**src/rtl/affine_loop_ctrl_if.sv**
```systemverilog
// ============================================================================
// Module : affine_loop_ctrl_if
// Brief  : Schedule port between an affine loop controller and a buffer port.
// Rev    : 1.0  initial release
// ============================================================================
`default_nettype none

interface affine_loop_ctrl_if;
  logic        flush;
  logic        stall;
  logic        op_en;
  logic [15:0] op_ctrl_vars [3];
  logic        done;

  modport master (
    input  flush,
    input  stall,
    output op_en,
    output op_ctrl_vars,
    output done
  );

  modport slave (
    output flush,
    output stall,
    input  op_en,
    input  op_ctrl_vars,
    input  done
  );
endinterface

`default_nettype wire

```
**src/rtl/affine_loop_ctrl.sv**
```systemverilog
// ============================================================================
// Module : affine_loop_ctrl
// Brief  : Walks a 3-deep loop nest, issuing one strobe plus indices per
//          iteration. Optional macro AFFINE_CTRL_REPEAT_EN repeats frames.
// Rev    : 1.0  initial release
// ============================================================================
`default_nettype none

module affine_loop_ctrl #(
  parameter int EXT0        = 1,
  parameter int EXT1        = 64,
  parameter int EXT2        = 64,
  parameter int START_DELAY = 0,
  parameter int II          = 1
) (
  input  wire logic           clk,
  input  wire logic           rst,
  affine_loop_ctrl_if.master  bus
);

  localparam logic [15:0] c_LAST0      = 16'(EXT0 - 1);
  localparam logic [15:0] c_LAST1      = 16'(EXT1 - 1);
  localparam logic [15:0] c_LAST2      = 16'(EXT2 - 1);
  localparam logic [15:0] c_DELAY_LAST = 16'(START_DELAY);
  localparam logic [7:0]  c_II_LAST    = 8'(II - 1);

  typedef enum logic [1:0] {
    S_DELAY = 2'd0,
    S_RUN   = 2'd1,
    S_DONE  = 2'd2
  } state_t;

  state_t      r_state;
  logic        r_issue;
  logic        r_done;
  logic [15:0] r_dcnt;
  logic [7:0]  r_ii;
  logic [15:0] r_vars [3];

  logic [15:0] w_next [3];
  logic        w_wrap1;
  logic        w_wrap2;
  logic        w_last;

  // Wrap tests compare against EXTn-1 so a full 16-bit extent never overflows.
  always_comb begin
    w_wrap2   = (r_vars[2] == c_LAST2);
    w_wrap1   = (r_vars[1] == c_LAST1);
    w_last    = w_wrap2 && w_wrap1 && (r_vars[0] == c_LAST0);
    w_next[2] = w_wrap2 ? 16'd0 : r_vars[2] + 16'd1;
    w_next[1] = r_vars[1];
    w_next[0] = r_vars[0];
    if (w_wrap2) begin
      w_next[1] = w_wrap1 ? 16'd0 : r_vars[1] + 16'd1;
      if (w_wrap1) begin
        w_next[0] = r_vars[0] + 16'd1;
      end
    end
  end

  always_ff @(posedge clk) begin
    if (rst || bus.flush) begin
      r_state <= S_DELAY;
      r_issue <= 1'b0;
      r_done  <= 1'b0;
      r_dcnt  <= 16'd0;
      r_ii    <= 8'd0;
      r_vars  <= '{default: 16'd0};
    end else begin
`ifdef AFFINE_CTRL_REPEAT_EN
      r_done <= 1'b0;
`endif
      if (!bus.stall) begin
        case (r_state)
          S_DELAY: begin
            if (r_dcnt == c_DELAY_LAST) begin
              r_state <= S_RUN;
              r_issue <= 1'b1;
              r_ii    <= 8'd0;
            end else begin
              r_dcnt <= r_dcnt + 16'd1;
            end
          end
          S_RUN: begin
            if (r_issue) begin
              if (w_last) begin
                r_issue <= 1'b0;
                r_done  <= 1'b1;
`ifdef AFFINE_CTRL_REPEAT_EN
                r_state <= S_DELAY;
                r_dcnt  <= 16'd0;
                r_ii    <= 8'd0;
                r_vars  <= '{default: 16'd0};
`else
                r_state <= S_DONE;
`endif
              end else if (II == 1) begin
                r_vars <= w_next;
              end else begin
                r_issue <= 1'b0;
                r_ii    <= 8'd1;
              end
            end else if (r_ii == c_II_LAST) begin
              // Indices advance only when the next iteration is loaded, so
              // they hold the last issued tuple through the idle gap.
              r_issue <= 1'b1;
              r_vars  <= w_next;
              r_ii    <= 8'd0;
            end else begin
              r_ii <= r_ii + 8'd1;
            end
          end
          default: begin
            r_issue <= 1'b0;
          end
        endcase
      end
    end
  end

  assign bus.op_en        = r_issue & ~bus.stall;
  assign bus.op_ctrl_vars = r_vars;
  assign bus.done         = r_done;

endmodule

`default_nettype wire
```
**src/flat_wrapper.sv**
```systemverilog
// flat-port wrapper written by rule: the top's interface ports become plain ports
module affine_loop_ctrl_flat 
#(
  parameter int EXT0        = 1,
  parameter int EXT1        = 64,
  parameter int EXT2        = 64,
  parameter int START_DELAY = 0,
  parameter int II          = 1
)
  (clk, rst, bus_flush, bus_stall, bus_op_en, bus_op_ctrl_vars, bus_done);
  affine_loop_ctrl_if bus_i ();
  input  wire logic clk;
  input  wire logic rst;
  input wire logic [$bits(bus_i.flush)-1:0] bus_flush;
  input wire logic [$bits(bus_i.stall)-1:0] bus_stall;
  output wire logic [$bits(bus_i.op_en)-1:0] bus_op_en;
  output wire logic [$bits(bus_i.op_ctrl_vars)-1:0] bus_op_ctrl_vars;
  output wire logic [$bits(bus_i.done)-1:0] bus_done;
  assign bus_i.flush = bus_flush;
  assign bus_i.stall = bus_stall;
  assign bus_op_en = bus_i.op_en;
  assign bus_op_ctrl_vars = {>>{bus_i.op_ctrl_vars}};
  assign bus_done = bus_i.done;
  affine_loop_ctrl #(.EXT0(EXT0), .EXT1(EXT1), .EXT2(EXT2), .START_DELAY(START_DELAY), .II(II)) u_core (.clk(clk), .rst(rst), .bus(bus_i));
endmodule
```
**config.mk**
```make
export PLATFORM = sky130hd
export DESIGN_NAME = affine_loop_ctrl_flat
export DESIGN_NICKNAME = d
export VERILOG_FILES = /design/src/rtl/affine_loop_ctrl_if.sv /design/src/rtl/affine_loop_ctrl.sv /design/src/flat_wrapper.sv
export SDC_FILE = /design/constraint.sdc
export NUM_CORES = 1
export LEC_CHECK = 0
export ABC_CLOCK_PERIOD_IN_PS = 4430
export CAP_MARGIN = 20
export CORE_ASPECT_RATIO = 2
export CORE_MARGIN = 3
export CORE_UTILIZATION = 50
export DETAILED_ROUTE_END_ITERATION = 10
export PLACE_DENSITY = 0.74
export SLEW_MARGIN = 20
export SYNTH_ARGS = -nofsm -noshare
export SYNTH_HDL_FRONTEND = slang
export SYNTH_SLANG_ARGS = --single-unit
```
**constraint.sdc**
```tcl
create_clock -name clk -period 4.43 [get_ports clk]
set_input_delay 0.886 -clock clk [delete_from_list [all_inputs] [get_ports clk]]
set_output_delay 0.886 -clock clk [all_outputs]
set_load 0.05 [all_outputs]
```
[Yosys cells after proc, flatten, opt, wreduce, memory -nomap -nowiden]
Index checks and enable logic that the tools add are counted.
Storage, ports and cells
  flip-flop bits (word level): 76
  output and inout bits: 50
Operators by class
  add/subtract/negate cells: 5
  equality and inequality tests: 8
  multiplexer cells: 20
  bitwise gates (word level): 3
  reduce and logical (&&, ||, !) cells: 15
Operator list (count)
  two-way mux 48 bit: 3
  adder 16 x 1 -> 16 bit (second input constant): 4
  two-way mux 16 bit: 3
  == test 16 x 6 -> 1 bit (second input constant): 2
  zero test 16 bit: 2
  two-way mux 32 bit: 1
  two-way mux 8 bit: 3
  one-hot mux 8 bit (2 select lines): 1
  AND reduction 4 bit: 3
  adder 8 x 1 -> 8 bit (second input constant): 1
  zero test 8 bit: 1
  two-way mux 2 bit: 3
  inequality test 2 x 1 -> 1 bit (second input constant): 3
  AND reduction 5 bit: 1
  two-way mux 1 bit: 4
  inequality test 2 bit (second input constant): 2
  one-hot mux 2 bit (2 select lines): 1
  nonzero test 2 bit: 2
  AND reduction 3 bit: 1
  == test 2 x 1 -> 1 bit (second input constant): 1
  logical AND 1 bit: 2
  zero test 2 bit: 1
  NOT 1 bit: 2
  one-hot mux 1 bit (2 select lines): 1
  3 further kinds: 3

[Longest topological paths before layout]
  word-level depth: 6
  gate-level depth with buffers: 9
  depth with buffers taken out: 8

[Worst setup path before layout]
OpenSTA, ideal clock, no wires.
  kind: reg2reg
  start point: register u_core.r_vars, in the netlist u_core.bus.op_ctrl_vars[16]
  end point: register u_core.r_vars, in the netlist u_core.bus.op_ctrl_vars[47]
  setup time: 0.071 ns
  arrival time: 2.495 ns
  path slack: 1.865 ns
  cell stages (with the launch flop): 8
  path buffers: 0
  clock period less this slack: 2.565 ns
  cell sequence: dfxtp_1 ha_1 and3_1 nand3_1 nor3_4 nand4_4 or4_1 a21oi_1
Between the ends
  longest elaborated chain between the ends: 5
  elaborated cells on any way between the ends: 10
  classes of those cells: eq/ne (2); mux (5); reduce/logical (3)
Ends and longest elaborated chain
  start, declared: line affine_loop_ctrl.sv:38  | logic [15:0] r_vars [3];
  start signal, assigned: line affine_loop_ctrl.sv:98  | r_vars <= w_next;
  start signal, assigned: line affine_loop_ctrl.sv:107  | r_vars <= w_next;
  == test 16 x 6 -> 1 bit *: line affine_loop_ctrl.sv:48  | w_wrap1 = (r_vars[1] == c_LAST1);
  two-way mux 16 bit / logical AND 1 bit (equally long branches): line affine_loop_ctrl.sv:55, affine_loop_ctrl.sv:49
  two-way mux 32 bit / logical AND 1 bit (equally long branches): line affine_loop_ctrl.sv:53, affine_loop_ctrl.sv:49
  two-way mux 48 bit, or another cell as far along: line affine_loop_ctrl.sv:103  | end else if (r_ii == c_II_LAST) begin
  two-way mux 48 bit / AND reduction 4 bit (equally long branches)
Every way passes the cells marked *; elsewhere a longest branch is shown, timed or not. The select of a mux whose other input is x is not followed.
A chain may end at the register's enable or synchronous reset.

[Worst setup path in the final report]
  start point: input port bus_stall
  end point: output port bus_op_en
Between the ends
  longest elaborated chain between the ends: 2
Ends and longest elaborated chain
  start, declared: line flat_wrapper.sv:15  | input wire logic [$bits(bus_i.stall)-1:0] bus_stall;
  NOT 1 bit (no source line)
  bitwise AND 1 bit: line affine_loop_ctrl.sv:121  | assign bus.op_en = r_issue & ~bus.stall;
  end, declared: line flat_wrapper.sv:16  | output wire logic [$bits(bus_i.op_en)-1:0] bus_op_en;
No other way between the ends.

==> results.sh <==
export IMPL_outcome="finished clean"
export IMPL_finalWorstSetupSlack_ns=1.08
export IMPL_syn2layout_area_growth_pct=25.3
export IMPL_drt_vias_per_instance=5.74
export IMPL_cpMaxStageDelayCell="clkdlybuf4s50_1"
export IMPL_dominantRegCellSynth="dfxtp_1"
export IMPL_hold_viol_final=0
export IMPL_post_place_ws_ns=0.910
export IMPL_insertion_delay_ns=0.34
export IMPL_timing_rr_start="u_core.bus.op_ctrl_vars[22]"
export IMPL_syn_instance_count=447
export IMPL_critical_path_cell_chain="clkdlybuf4s50_1, nor2b_1, clkdlybuf4s50_1"
export IMPL_final_setup_tns_ns=0
export IMPL_setup_worst_path_start="bus_stall"
export IMPL_ys_warn_count=0
export IMPL_max_slew_worst_pin_slew_ns=0.782
export IMPL_placed_cells=584
export IMPL_post_synthesis_cell_area_um2=3790
export IMPL_postRouteAntennaNets=0
export IMPL_die_height_um=129
export IMPL_worst_setup_path_type="in2out"
export IMPL_synth_distinct_cells=47
export IMPL_dp_final_hpwl_um=6510
export IMPL_worst_path_most_repeated_cell="clkdlybuf4s50_1"
export IMPL_routedWlPerCell_um=15.5
export IMPL_grt_pass1_vias=3371
export IMPL_antenna_found_initial=0
export IMPL_cts_hold_fix_buffers=0
export IMPL_number_of_buffers_on_the_longest_clock_path=2
export IMPL_synth_yosys_seq_area_share_pct=40.1
export IMPL_cts_sinks=76
export IMPL_rsz0062_at_grt="no"
export IMPL_num_nets_final=515
export IMPL_finalClockSkew_ns=0.00932
export IMPL_clock_tree_root_cell="clkbuf_16"
export IMPL_final_util_pct=64.9
export IMPL_synth_edf_count=0
export IMPL_drt_initial_drc_count=252
export IMPL_min_period_over_period_pct=75.6
export IMPL_period_minus_slack_ns=3.35
export IMPL_grt_use_met1_pct=25.8
export IMPL_finalWirelength_um=9280
export IMPL_post_cts_repair_setup_buffers=0
export IMPL_grt_max_degree=41
export IMPL_slew_headroom_pct=47.8
export IMPL_route_vias_total=3445
export IMPL_cts_max_level=3
export IMPL_cts_buffers_inserted=9
export IMPL_largest_voltage_drop_on_the_vdd_net_v=0.000240
export IMPL_cellLeakagePower_nw=1.62
export IMPL_ys_seq_elements=76
export IMPL_syn_mean_instance_area_um2=8.49
export IMPL_yosys_top_cells_area="dfxtp_1 (40%), nor2_1 (5.7%), xnor2_1 (5.5%)"
export IMPL_worstSetupEndpointType="primary output"
export IMPL_drive_gt1_share_pct=6.50
export IMPL_cts_clk_slew_worst_paths_ns=0.06
export IMPL_portBuffers=53
export IMPL_power_per_cell_area_nw_per_um2=317
export IMPL_clock_tree_from_tritoncts="built"
export IMPL_die_w_um=67.6
export IMPL_core_um2=7320
export IMPL_initial_utilization_pct=51.8
export IMPL_gr_usage_all_layers_pct=22.9
export IMPL_yosys_area_top_type="dfxtp_1"
export IMPL_cts_resized_gates=0
export IMPL_maxCapViolCount=0
export IMPL_grt_overflow_total=0
export IMPL_fin_cells=600
export IMPL_drv_slew=0
export IMPL_top_usage_layer="met2"
export IMPL_setup_worst_path_start_class="input port"
export IMPL_hold_path_class="reg2reg"
export IMPL_mappedNetlistNets=459
export IMPL_first_pass_grt_wire_length_um=15500
export IMPL_fp_row_count=44
export IMPL_dieArea_um2=8730
export IMPL_critPathMaxFanout=7
export IMPL_holdCritStartpoint="u_core.bus.done"
export IMPL_grtUsageMet3_pct=4.16
export IMPL_route_detailed_drc=0
export IMPL_setup_viol_count_final=0
export IMPL_num_antenna_cells=0
export IMPL_critPathMaxStageDelay_ns=0.82
export IMPL_routabilityCongestion=0.876
export IMPL_grt_met2_usage_pct=40.8
export IMPL_worst_ep_arrival_time_ns=2.46
export IMPL_postSynth_asyncResetShare_pct=0
export IMPL_first_pass_iters=4
export IMPL_required_ns=3.54
export IMPL_fmax_mhz=298
export IMPL_yosysTopAreaCellShare_pct=40.1
export IMPL_boundaryPins=54
metrics by stage:
stage	power [mW]	instance area, um^2	hold WS, ns
final	1.50	4750	0.469
after global routing	1.55	4750	0.480
after CTS	1.51	4740	0.473
after detailed placement	0.740	4430	0.459
after global placement	0.739	4430	0.451
after floorplan	0.727	3790	0.472
layout by cell type (no fill, tap or decap), drive strengths merged, types with 11 or more instances in the layout:
master          n
nor3           17
nor2           58
xnor2          24
nor4           16
clkdlybuf4s50  53
xor2           19
clkbuf         11
a21oi          18
o21ai          21
inv            11
nand4          14
nand2          34
dfxtp          76
and3           18
nand3          29
layer usage:
metal	vias to the layer above	share of wire [%]
met3	19	3.8
met1	1628	40
met5	-	0
met2	83	55
li1	1715	-
met4	0	2.1
path summary, 6_finish.rpt:
| check | to | slack [ns] | cells after the start |
|---|---|---|---|
| max | bus_op_en | 1.08 | 3 |
| min | u_core.bus.done | 0.47 | 1 |
| max reg2reg | u_core.bus.op_ctrl_vars[1] | 1.76 | 6 |
| min reg2reg | u_core.bus.done | 0.47 | 1 |
state kept, by name (all words and copies together), names as in the netlist:
signal / flops
u_core.r_issue: 1
u_core.r_state: 2
u_core.r_ii: 8
u_core.bus.done: 1
u_core.r_dcnt: 16
u_core.bus.op_ctrl_vars: 48
cell type report:
type	instances	area (um^2)
fillers	636	2570
multi-input cells	348	2200
flip-flops and latches	76	1520
repair buffers	57	561
clock buffers	11	243
well taps	92	115
clock inverters	5	75.1
inverters	11	41.3
worst max-delay path, delay by kind of cell:
family | cells | cell delay, ns
buffers and inverters | 2 | 1.40
and+or+nand+nor | 1 | 0.18
cell families after synthesis:
family | share of synthesized area, %
buffers and inverters | 2.44
xor gates and xnor gates | 9.92
adders and majority gates | 2.64
muxes | 0.528
AOI/OAI and AO/OA | 9.63
and+or+nand+nor | 34.8
DFF | 40.1
cell usage after synthesis, types with 3 or more instances:
cell type / n
and4_1: 6
and2_1: 3
buf_2: 5
ha_1: 8
nor3_1: 15
o21ai_0: 21
or3_1: 10
clkbuf_1: 7
nor3b_1: 5
dfxtp_1: 76
and3_1: 18
nand3_1: 28
nand2_1: 34
a21oi_1: 18
xnor2_1: 24
inv_1: 11
o21a_1: 3
nor4_1: 16
or2_2: 3
nor2b_1: 3
nor4b_1: 5
xor2_1: 19
nand3b_1: 4
o31ai_1: 4
nand4_1: 13
nand2b_1: 4
nor2_1: 58
power breakdown:
group / leakage (nW) / total, mW / internal, mW / switching [mW]
clock network: 0.159 / 0.780 / 0.505 / 0.275
registers: 0.612 / 0.687 / 0.685 / 0.00220
logic: 0.847 / 0.0379 / 0.0129 / 0.0250
(Power assumes the default switching activity.)
